File: config.mk
export PLATFORM = sky130hd
export DESIGN_NAME = rle_acici
export DESIGN_NICKNAME = d
export VERILOG_FILES = /design/src/rtl/rle_acici_pkg.sv /design/src/rtl/rle_acici_genlik_genislet.sv /design/src/rtl/rle_acici.sv
export VERILOG_INCLUDE_DIRS = /design/src /design/src/rtl
export SDC_FILE = /design/constraint.sdc
export NUM_CORES = 1
export LEC_CHECK = 0
export BUFFER_PORTS_ARGS = -buffer_cell sky130_fd_sc_hd__buf_2
export CORE_MARGIN = 1
export CORE_UTILIZATION = 50
export DETAILED_ROUTE_END_ITERATION = 7
export PLACE_DENSITY = 0.7
export REMOVE_ABC_BUFFERS = 1
export SYNTH_ARGS = -nofsm -noshare
export SYNTH_HDL_FRONTEND = slang
export SYNTH_SLANG_ARGS = --single-unit
File: constraint.sdc
create_clock -name clk_i -period 8.92 [get_ports clk_i]
set_input_delay 1.784 -clock clk_i [delete_from_list [all_inputs] [get_ports clk_i]]
set_output_delay 1.784 -clock clk_i [all_outputs]
set_load 0.02 [all_outputs]
File: src/rtl/sabitler.vh
// Shared field widths and special AC symbol codes of the JPEG entropy path.
`ifndef SABITLER_VH
`define SABITLER_VH

`define RUN_BIT      4
`define CAT_BIT      4
`define GENLIK_BIT   11
`define KATSAYI_BIT  12

`define EOB_RUN      4'd0
`define EOB_CAT      4'd0
`define ZRL_RUN      4'd15
`define ZRL_CAT      4'd0
`define ZRL_SIFIR    5'd16

`endif

File: src/rtl/rle_acici_pkg.sv
// Types and widths shared by the run-length expander and its amplitude extender.
`include "sabitler.vh"

package rle_acici_pkg;

    localparam int RUN_W     = `RUN_BIT;
    localparam int CAT_W     = `CAT_BIT;
    localparam int GENLIK_W  = `GENLIK_BIT;
    localparam int KATSAYI_W = `KATSAYI_BIT;
    localparam int IDX_W     = 6;
    localparam int SIFIR_W   = 5;

    localparam logic [RUN_W-1:0]   EOB_RUN   = `EOB_RUN;
    localparam logic [CAT_W-1:0]   EOB_CAT   = `EOB_CAT;
    localparam logic [RUN_W-1:0]   ZRL_RUN   = `ZRL_RUN;
    localparam logic [CAT_W-1:0]   ZRL_CAT   = `ZRL_CAT;
    localparam logic [SIFIR_W-1:0] ZRL_SIFIR = `ZRL_SIFIR;
    localparam logic [IDX_W-1:0]   SON_IDX   = 6'd63;

    typedef enum logic [2:0] {
        DC_BEKLE,
        AC_BEKLE,
        SIFIR_YAZ,
        KATSAYI_YAZ,
        DOLDUR
    } durum_t;

endpackage

File: src/rtl/rle_acici_genlik_genislet.sv
// Combinational JPEG EXTEND: turns a category plus raw amplitude bits into a signed coefficient.
module genlik_genislet
    import rle_acici_pkg::*;
(
    input  logic [CAT_W-1:0]     cat_i,
    input  logic [GENLIK_W-1:0]  genlik_i,
    output logic [KATSAYI_W-1:0] deger_o
);

    localparam int GW = KATSAYI_W + 1;

    logic [CAT_W-1:0]    cat_eff;
    logic [GW-1:0]       agirlik;
    logic [GENLIK_W-1:0] maske;
    logic [GENLIK_W-1:0] bitler;
    logic                pozitif;

    always_comb begin
        // Categories above the amplitude width cannot occur legally; clamp so the shift stays bounded.
        cat_eff = (cat_i > CAT_W'(GENLIK_W)) ? CAT_W'(GENLIK_W) : cat_i;
        agirlik = GW'(1) << cat_eff;
        maske   = GENLIK_W'(agirlik - GW'(1));
        bitler  = genlik_i & maske;
        pozitif = |(bitler & (maske ^ (maske >> 1)));
        if (cat_eff == '0) begin
            deger_o = '0;
        end else if (pozitif) begin
            deger_o = KATSAYI_W'(bitler);
        end else begin
            deger_o = KATSAYI_W'(GW'(bitler) - agirlik + GW'(1));
        end
    end

endmodule

File: src/rtl/rle_acici.sv
// Run-length expander: decoded (run, cat, amplitude) symbols in, 64 zigzag coefficients per block out.
module rle_acici
    import rle_acici_pkg::*;
(
    input  logic                 clk_i,
    input  logic                 rstn_i,
    input  logic [RUN_W-1:0]     hd_run_i,
    input  logic [CAT_W-1:0]     hd_cat_i,
    input  logic [GENLIK_W-1:0]  hd_genlik_i,
    input  logic                 hd_gecerli_i,
    output logic                 hd_hazir_o,
    input  logic                 dc_sifirla_i,
    output logic [KATSAYI_W-1:0] ks_veri_o,
    output logic [IDX_W-1:0]     ks_indeks_o,
    output logic                 ks_gecerli_o,
    input  logic                 ks_hazir_i,
    output logic                 ks_blok_son_o,
    output logic                 hata_o,
    output logic [2:0]           durum_o
);

    // Handshakes: a beat/symbol moves on a rising edge where valid && ready; valid never waits on ready.
    durum_t               durum_q, sonraki;
    logic [KATSAYI_W-1:0] pred_q, katsayi_q;
    logic [IDX_W-1:0]     idx_q;
    logic [SIFIR_W-1:0]   sifir_q;
    logic                 kats_bekle_q;
    logic [KATSAYI_W-1:0] ks_veri_q;
    logic [IDX_W-1:0]     ks_indeks_q;
    logic                 ks_gecerli_q, ks_son_q, hata_q;

    logic [KATSAYI_W-1:0] ext_deger, pred_eff, dc_deger;
    logic                 cikis_bos, kabul;
    logic                 eob, zrl;
    logic [SIFIR_W-1:0]   plan_sifir;
    logic                 atim, sifir_atimi, son_atim, tasma;
    logic [SIFIR_W-1:0]   kaynak_sifir, kalan_sifir;
    logic                 kaynak_kats, kaynak_doldur, kalan_kats;
    logic [KATSAYI_W-1:0] kaynak_deger, atim_veri;

    genlik_genislet u_genislet (
        .cat_i    (hd_cat_i),
        .genlik_i (hd_genlik_i),
        .deger_o  (ext_deger)
    );

    assign cikis_bos  = !ks_gecerli_q || ks_hazir_i;
    assign hd_hazir_o = !rstn_i && cikis_bos && (durum_q == DC_BEKLE || durum_q == AC_BEKLE);
    assign kabul      = hd_gecerli_i && hd_hazir_o;
    assign pred_eff   = dc_sifirla_i ? '0 : pred_q;
    assign dc_deger   = pred_eff + ext_deger;

    assign eob = (hd_run_i == EOB_RUN) && (hd_cat_i == EOB_CAT);
    assign zrl = (hd_run_i == ZRL_RUN) && (hd_cat_i == ZRL_CAT);

    always_comb begin
        if (zrl) begin
            plan_sifir = ZRL_SIFIR;
        end else if (hd_cat_i == '0) begin
            plan_sifir = {1'b0, hd_run_i} + SIFIR_W'(1);
        end else begin
            plan_sifir = SIFIR_W'(hd_run_i);
        end
    end

    // Every AC-side beat comes from one source descriptor: zeros still owed, a pending coefficient, or fill-to-end.
    always_comb begin
        atim          = 1'b0;
        kaynak_sifir  = '0;
        kaynak_kats   = 1'b0;
        kaynak_doldur = 1'b0;
        kaynak_deger  = katsayi_q;
        case (durum_q)
            AC_BEKLE: if (kabul) begin
                atim          = 1'b1;
                kaynak_sifir  = eob ? '0 : plan_sifir;
                kaynak_kats   = (hd_cat_i != '0);
                kaynak_doldur = eob;
                kaynak_deger  = ext_deger;
            end
            SIFIR_YAZ: if (cikis_bos) begin
                atim         = 1'b1;
                kaynak_sifir = sifir_q;
                kaynak_kats  = kats_bekle_q;
            end
            KATSAYI_YAZ: if (cikis_bos) begin
                atim        = 1'b1;
                kaynak_kats = 1'b1;
            end
            DOLDUR: if (cikis_bos) begin
                atim          = 1'b1;
                kaynak_doldur = 1'b1;
            end
            default: ;
        endcase

        sifir_atimi = kaynak_doldur || (kaynak_sifir != '0);
        atim_veri   = sifir_atimi ? '0 : kaynak_deger;
        kalan_sifir = (kaynak_sifir != '0) ? kaynak_sifir - SIFIR_W'(1) : '0;
        kalan_kats  = sifir_atimi && kaynak_kats;
        son_atim    = (idx_q == SON_IDX);
        // Anything still owed when index 63 goes out would land past the block.
        tasma       = son_atim && !kaynak_doldur && ((kalan_sifir != '0) || kalan_kats);

        if (son_atim)                 sonraki = DC_BEKLE;
        else if (kaynak_doldur)       sonraki = DOLDUR;
        else if (kalan_sifir != '0)   sonraki = SIFIR_YAZ;
        else if (kalan_kats)          sonraki = KATSAYI_YAZ;
        else                          sonraki = AC_BEKLE;
    end

    always_ff @(posedge clk_i) begin
        if (rstn_i) begin
            durum_q      <= DC_BEKLE;
            pred_q       <= '0;
            katsayi_q    <= '0;
            idx_q        <= '0;
            sifir_q      <= '0;
            kats_bekle_q <= 1'b0;
            ks_veri_q    <= '0;
            ks_indeks_q  <= '0;
            ks_gecerli_q <= 1'b0;
            ks_son_q     <= 1'b0;
            hata_q       <= 1'b0;
        end else begin
            if (cikis_bos) begin
                ks_gecerli_q <= 1'b0;
            end
            if (dc_sifirla_i) begin
                pred_q <= '0;
            end
            if (durum_q == DC_BEKLE && kabul) begin
                pred_q       <= dc_deger;
                ks_veri_q    <= dc_deger;
                ks_indeks_q  <= '0;
                ks_son_q     <= 1'b0;
                ks_gecerli_q <= 1'b1;
                idx_q        <= IDX_W'(1);
                durum_q      <= AC_BEKLE;
            end else if (atim) begin
                ks_veri_q    <= atim_veri;
                ks_indeks_q  <= idx_q;
                ks_son_q     <= son_atim;
                ks_gecerli_q <= 1'b1;
                idx_q        <= son_atim ? '0 : idx_q + IDX_W'(1);
                sifir_q      <= kalan_sifir;
                kats_bekle_q <= kalan_kats;
                if (durum_q == AC_BEKLE) begin
                    katsayi_q <= ext_deger;
                end
                if (tasma) begin
                    hata_q <= 1'b1;
                end
                durum_q <= sonraki;
            end
        end
    end

    assign ks_veri_o     = ks_veri_q;
    assign ks_indeks_o   = ks_indeks_q;
    assign ks_gecerli_o  = ks_gecerli_q;
    assign ks_blok_son_o = ks_son_q;
    assign hata_o        = hata_q;
    assign durum_o       = durum_q;

endmodule

==> results of run 1 <==
cell type report:
cell class                 count  area share
multi-input combinational    490       0.637
clock inverter                 7      0.0101
tap                          108      0.0266
timing repair buffer          51      0.0517
inverter                      19      0.0140
clock buffer                   9      0.0244
sequential                    60       0.236
cells by family (layout without fill, tap and decap cells):
kind of cell             Yosys count  count (layout)  synth area share
AO/OA/AOI/OAI                    153             153             0.227
XOR/XNOR                          21              21            0.0427
adder cells (fa/ha/maj)           34              34            0.0950
buffers and inverters             50              86            0.0427
flip-flops                        60              60             0.259
multiplexers                      17              17            0.0389
AND/OR/NAND/NOR                  265             265             0.295
final timing paths:
| check | to | start | slack [ns] | cells past startpoint |
|---|---|---|---|---|
| worst max-delay path | ks_veri_o[10] | hd_cat_i[3] | 1.80 | 21 |
| worst min-delay path | ks_blok_son_o | ks_blok_son_o | 0.45 | 2 |
| worst min register to register | ks_blok_son_o | ks_blok_son_o | 0.45 | 2 |
| worst max register to register | ks_veri_o[11] | durum_o[0] | 5.18 | 13 |
cell usage after synthesis (all sizes together), types with 6 or more instances:
cell | instances | share of area
a211oi | 6 | 0.0097
a21o | 8 | 0.013
a21oi | 47 | 0.052
a22oi | 8 | 0.013
and2 | 11 | 0.015
and3 | 7 | 0.0094
buf | 6 | 0.0070
clkbuf | 25 | 0.020
dfxtp | 60 | 0.26
ha | 32 | 0.086
inv | 19 | 0.015
mux2i | 12 | 0.026
nand2 | 69 | 0.056
nand3 | 23 | 0.027
nand3b | 10 | 0.016
nor2 | 63 | 0.052
nor2b | 25 | 0.034
nor3 | 21 | 0.025
nor3b | 6 | 0.0097
o211ai | 6 | 0.0097
o21a | 7 | 0.011
o21ai | 21 | 0.023
o22ai | 6 | 0.0081
xnor2 | 15 | 0.028
worst max-delay path, stage by stage:
cell       delay (ns)
buf_2            0.26
nor4_4           0.31
buf_4            0.29
inv_2            0.12
ha_1             0.41
and4b_1          0.29
a221o_1          0.37
a2111oi_4        0.36
nand3_2          0.40
xor2_1           0.32
nor2_1           0.10
ha_1             0.25
fa_1             0.41
a21oi_1          0.18
o211ai_1         0.14
or4_1            0.44
a31o_2           0.25
a21oi_1          0.18
xnor2_1          0.13
nand2_1          0.08
a311oi_1         0.29
cells in the final DEF (no fill, tap or decap), drive strengths merged, types with 6 or more instances in the layout:
cell type  synthesis  routed
nand2             69      69
nor2              63      63
dfxtp             60      60
buf                6      51
a21oi             47      47
ha                32      32
nor2b             25      25
nand3             23      23
nor3              21      21
o21ai             21      21
inv               19      20
xnor2             15      15
mux2i             12      12
and2              11      11
nand3b            10      10
clkbuf            25       9
a21o               8       8
a22oi              8       8
and3               7       7
o21a               7       7
nor3b              6       6
a211oi             6       6
o22ai              6       6
o211ai             6       6
per-stage QoR:
step           hold WS [ns]  cells
2_1_floorplan         0.426    569
3_3_place_gp          0.441    728
3_5_place_dp          0.441    728
4_1_cts               0.452    744
5_1_grt               0.477    744
6_report              0.448    744
power groups by stage:
| stage | clock network [mW] | registers [mW] | logic, mW |
|---|---|---|---|
| finish | 0.220 | 0.290 | 0.266 |
| global route | 0.235 | 0.292 | 0.293 |
| CTS | 0.225 | 0.290 | 0.264 |
| detailed placement | 0 | 0.296 | 0.261 |
| global placement | 0 | 0.296 | 0.257 |
| floorplan | 0 | 0.304 | 0.183 |
registers in the layout (all words and copies together) (netlist names), 3 cells and up:
name	cells
durum_o	3
katsayi_q	12
idx_q	6
sifir_q	5
pred_q	12
ks_indeks_o	6
ks_veri_o	12
routing by layer:
layer  global-route usage  wire length, microns  part of all wire
met5                    0                     0                 0
met4                0.101                   252             0.021
met2                0.420                  5520              0.47
met1                0.329                  5590              0.47
met3               0.0358                   510             0.043
==> flow_summary_export.csv, run 1 <==
group,metric,value,unit
outcome,status,"finished clean",
power,power.leakage,2.14,nW
power,p_total,776,uW
setup_path,path_max_fanout,31,
finish,area_growth,9.64,%
power,p_sw,285,uW
logic_synthesis,synth_edf_count,0,
clock_tree,root_buffer,"clkbuf_8",
power,seqPwrFrac,0.374,
finish,antenna-diode-count,0,
setup_path,start_kind,"primary input",
clock_tree,cts_hold_buf,0,
clock_tree,h-tree-depth,3,
finish,multi_input_area,0.00324,sq mm
finish,stdcell_area,0.00508,sq mm
floorplanning,fp.dieW,98.3,microns
logic_synthesis,ys_dominant_reg_cell,"dfxtp_1",
routing,via_count,4483,
place,pre_cts_ws,1.46,ns
place,place_hpwl,8610,microns
routing,drtAntennaViolNets,0,
grt,antenna_found_initial,0,
logic_synthesis,synth-async-reset-ratio,0,
sta,rsz0062_at_grt,"no",
routing,drt-total-wl,11900,microns
place,placed_area,0.00491,sq mm
sta,relSlewSlack,0.234,
power,comb_power_share,0.342,
floorplanning,rows,34,
min_path,hold_path.class,"reg2reg",
flow_run,drv_cap,0,
clock_tree,ctsResizeCount,0,
routing,wl_per_cell,16.0,microns
sta,drv_slew,0,
sta,hold_viol,0,
finish,fin_nets,689,
power,internal_power,491,uW
finish,final_util,0.574,
clock_tree,clockBufferDepth,2,
setup_path,critPathRequiredTime,9.18,ns
sta,finClkSkew,0.0155,ns
floorplanning,start_util,0.524,
floorplanning,dieHeight,98.3,microns
routing,vias_per_cell,6.03,
finish,layout-drive-gt1-share,0.146,
grt,grt_max_degree,48,
logic_synthesis,syn_area_per_cell,7.72,sq um
finish,fill_cells,851,
sta,setup_viol,0,
logic_synthesis,netlist_area,0.00463,sq mm
logic_synthesis,ys_ff_latch,60,
grt,grt_pass1_vias,4169,
setup_path,arrival,7.39,ns
floorplanning,num_io_pins,49,
clock_tree,cts_sinks,60,
sta,setup_ws,1.80,ns
clock_tree,insertion_delay,0.36,ns
setup_path,end_kind,"register",
finish,regArea,0.00120,sq mm
setup_path,worstSetupPathType,"in2reg",
routing,drt_iter0_drc,255,
sta,fin_crit_sh,0.799,
sta,fin_crit,7.12,ns
power,ir_drop,73.2,uV
power,p_per_area,153,mW/mm^2
logic_synthesis,ys_seq_area_frac,0.259,
logic_synthesis,yosysUniqueCellTypes,76,
clock_tree,clk_pin_slew_worst_paths,0.07,ns
sta,max_freq,140,MHz
grt,grt_overflow,0,
clock_tree,cts_setup_buffers,0,
routing,drc,0,
logic_synthesis,yosys_warnings,0,
place,numPortBuffers,48,
sta,worst_slew_pin_slew,1.15,ns
grt,grt_usage,0.252,
grt,grt_pass1_wl,19800,microns
clock_tree,cts_tree,"done",
power,p_sw_frac,0.367,
floorplanning,core_area,0.00885,sq mm
clock_tree,cts_buffers,9,
sta,setup_tns,0,ns
logic_synthesis,synthCells,600,
power,clkPwrFrac,0.284,
place,gp_congestion,0.970,
routing,drtPass1Iterations,7,
floorplanning,dieArea,0.00966,sq mm
Note: power is estimated with default switching activity, not from simulation.
==> inputs of run 2 (changes only) <==
==> constraint.sdc (replaced) <==
create_clock -name clk_i -period 7 [get_ports clk_i]
set_input_delay 1.4 -clock clk_i [delete_from_list [all_inputs] [get_ports clk_i]]
set_output_delay 1.4 -clock clk_i [all_outputs]
set_load 0.02 [all_outputs]
==> flow_summary_export.csv, run 2 (same netlist as run 1, synthesis figures left out) <==
group,metric,value,unit
setup_path,path_max_fanout,20,
setup_path,cpMostUsedCell,"ha_1",
finish,fin_nets,693,
setup_path,cp_slowest_cell,"o41ai_1",
setup_path,arrival,6.55,ns
floorplanning,num_io_pins,49,
sta,setup_viol,0,
min_path,hold_path.class,"reg2reg",
floorplanning,dieHeight,98.3,microns
setup_path,r2r_start,"ks_gecerli_o",
finish,mostFrequentLayoutCells,"69 x nand2_1, 62 x nor2_1, 60 x dfxtp_1",
clock_tree,cts_hold_buf,0,
grt,met2_usage,0.418,
setup_path,max_stage_delay,0.51,ns
grt,use_met1,0.345,
grt,grt_pass1_vias,4126,
finish,mostFrequentLayoutCell,"nand2_1",
sta,finClkSkew,0.0204,ns
routing,drt-total-wl,11800,microns
setup_path,end_kind,"register",
sta,relSlewSlack,0.433,
setup_path,start_kind,"primary input",
finish,layout-drive-gt1-share,0.152,
clock_tree,h-tree-depth,3,
flow_run,drv_cap,0,
setup_path,regToRegEndpoint,"ks_veri_o[11]",
clock_tree,cts_tree,"done",
power,ir_drop,114,uV
setup_path,crit_start,"hd_cat_i[0]",
finish,multi_input_area,0.00324,sq mm
outcome,status,"finished clean",
clock_tree,insertion_delay,0.35,ns
min_path,hold_depth,2,
clock_tree,ctsResizeCount,0,
setup_path,path_delay_family,"adder cells",
sta,worst_slew_pin_slew,0.851,ns
sta,setup_tns,0,ns
finish,fill_cells,805,
place,gp_congestion,0.902,
floorplanning,core_area,0.00885,sq mm
setup_path,cp_num_buf_inv,4,
sta,rsz0062_at_grt,"no",
grt,busiest_layer,"met2",
finish,regArea,0.00120,sq mm
clock_tree,clk_pin_slew_worst_paths,0.08,ns
grt,grt_pass1_wl,19800,microns
sta,fin_crit,6.33,ns
routing,drc,0,
routing,drtAntennaViolNets,0,
floorplanning,fp.dieW,98.3,microns
setup_path,critPathRequiredTime,7.22,ns
routing,wl_per_cell,15.8,microns
grt,antenna_found_initial,0,
grt,grt_overflow,0,
clock_tree,cts_buffers,9,
clock_tree,clockBufferDepth,2,
routing,drt_iter0_drc,239,
sta,max_freq,158,MHz
min_path,holdPathEnd,"ks_indeks_o[5]",
floorplanning,dieArea,0.00966,sq mm
clock_tree,root_buffer,"clkbuf_8",
sta,hold_slack,0.456,ns
setup_path,ff2ff_path_depth,14,
finish,antenna-diode-count,0,
grt,grt_usage,0.251,
routing,drtPass1Iterations,8,
routing,via_count,4494,
power,p_per_area,199,mW/mm^2
routing,vias_per_cell,6.01,
place,place_hpwl,8740,microns
setup_path,worstSetupPathType,"in2reg",
clock_tree,cts_setup_buffers,0,
sta,drv_slew,0,
sta,fin_crit_sh,0.904,
finish,area_growth,10.8,%
power,power.leakage,2.17,nW
setup_path,r2r_slack,3.43,ns
min_path,worstHoldStart,"ks_indeks_o[5]",
grt,grt_max_degree,48,
clock_tree,cts_sinks,60,
floorplanning,start_util,0.524,
place,numPortBuffers,48,
sta,hold_viol,0,
grt,grtUsageMet3,0.0301,
floorplanning,rows,34,
[run 2: through the flow]
stage	cells	power, mW	utilization	worst slack (ns)	area, sq um
finish	748	1.02	0.580	0.672	5130
global route	748	1.08	0.580	0.209	5130
detailed placement	732	0.710	0.558	0.350	4940
floorplan	569	0.620	-	0.511	4510
global placement	732	0.705	0.558	0.454	4940
CTS	748	1.03	0.580	0.699	5130
[run 2: power breakdown]
group,leakage [nW],internal [mW],switching (mW)
clock,0.100,0.166,0.149
combinational,1.59,0.139,0.200
sequential,0.487,0.360,0.0100
[run 2: final cells by class]
| cell class | count | share of cell area |
|---|---|---|
| Multi-Input combinational cell | 490 | 0.630 |
| Inverter | 19 | 0.0139 |
| Clock inverter | 7 | 0.0144 |
| Sequential cell | 60 | 0.234 |
| Timing Repair Buffer | 55 | 0.0570 |
| Tap cell | 108 | 0.0263 |
| Clock buffer | 9 | 0.0241 |
[run 2: worst register-to-register path, cell delays in order, from the launching register on]
cell,delay [ns]
dfxtp_1,0.34
nor2b_1,0.51
nor4_1,0.11
buf_4,0.19
a22oi_1,0.13
o21ai_0,0.21
inv_1,0.14
ha_1,0.19
inv_1,0.04
a221oi_1,0.49
nor4bb_1,0.34
nand3_2,0.22
nor2_1,0.26
a221o_1,0.21
a22o_1,0.13
[run 2: worst max path at each step]
stage	to	slack, ns	cells after the start
after floorplan	ks_veri_o[10]	0.51	19
final	ks_veri_o[11]	0.67	25
after detailed placement	ks_veri_o[11]	0.35	23
after global routing	ks_veri_o[11]	0.21	23
after CTS	ks_veri_o[11]	0.70	23
after global placement	ks_veri_o[10]	0.45	20
[run 2: per-layer routing]
layer	share of wire	wire length [microns]	vias up
met1	0.48	5670	2111
li1	-	-	2241
met3	0.043	512	11
met4	0.0076	90	0
met5	0	0	-
met2	0.47	5530	131
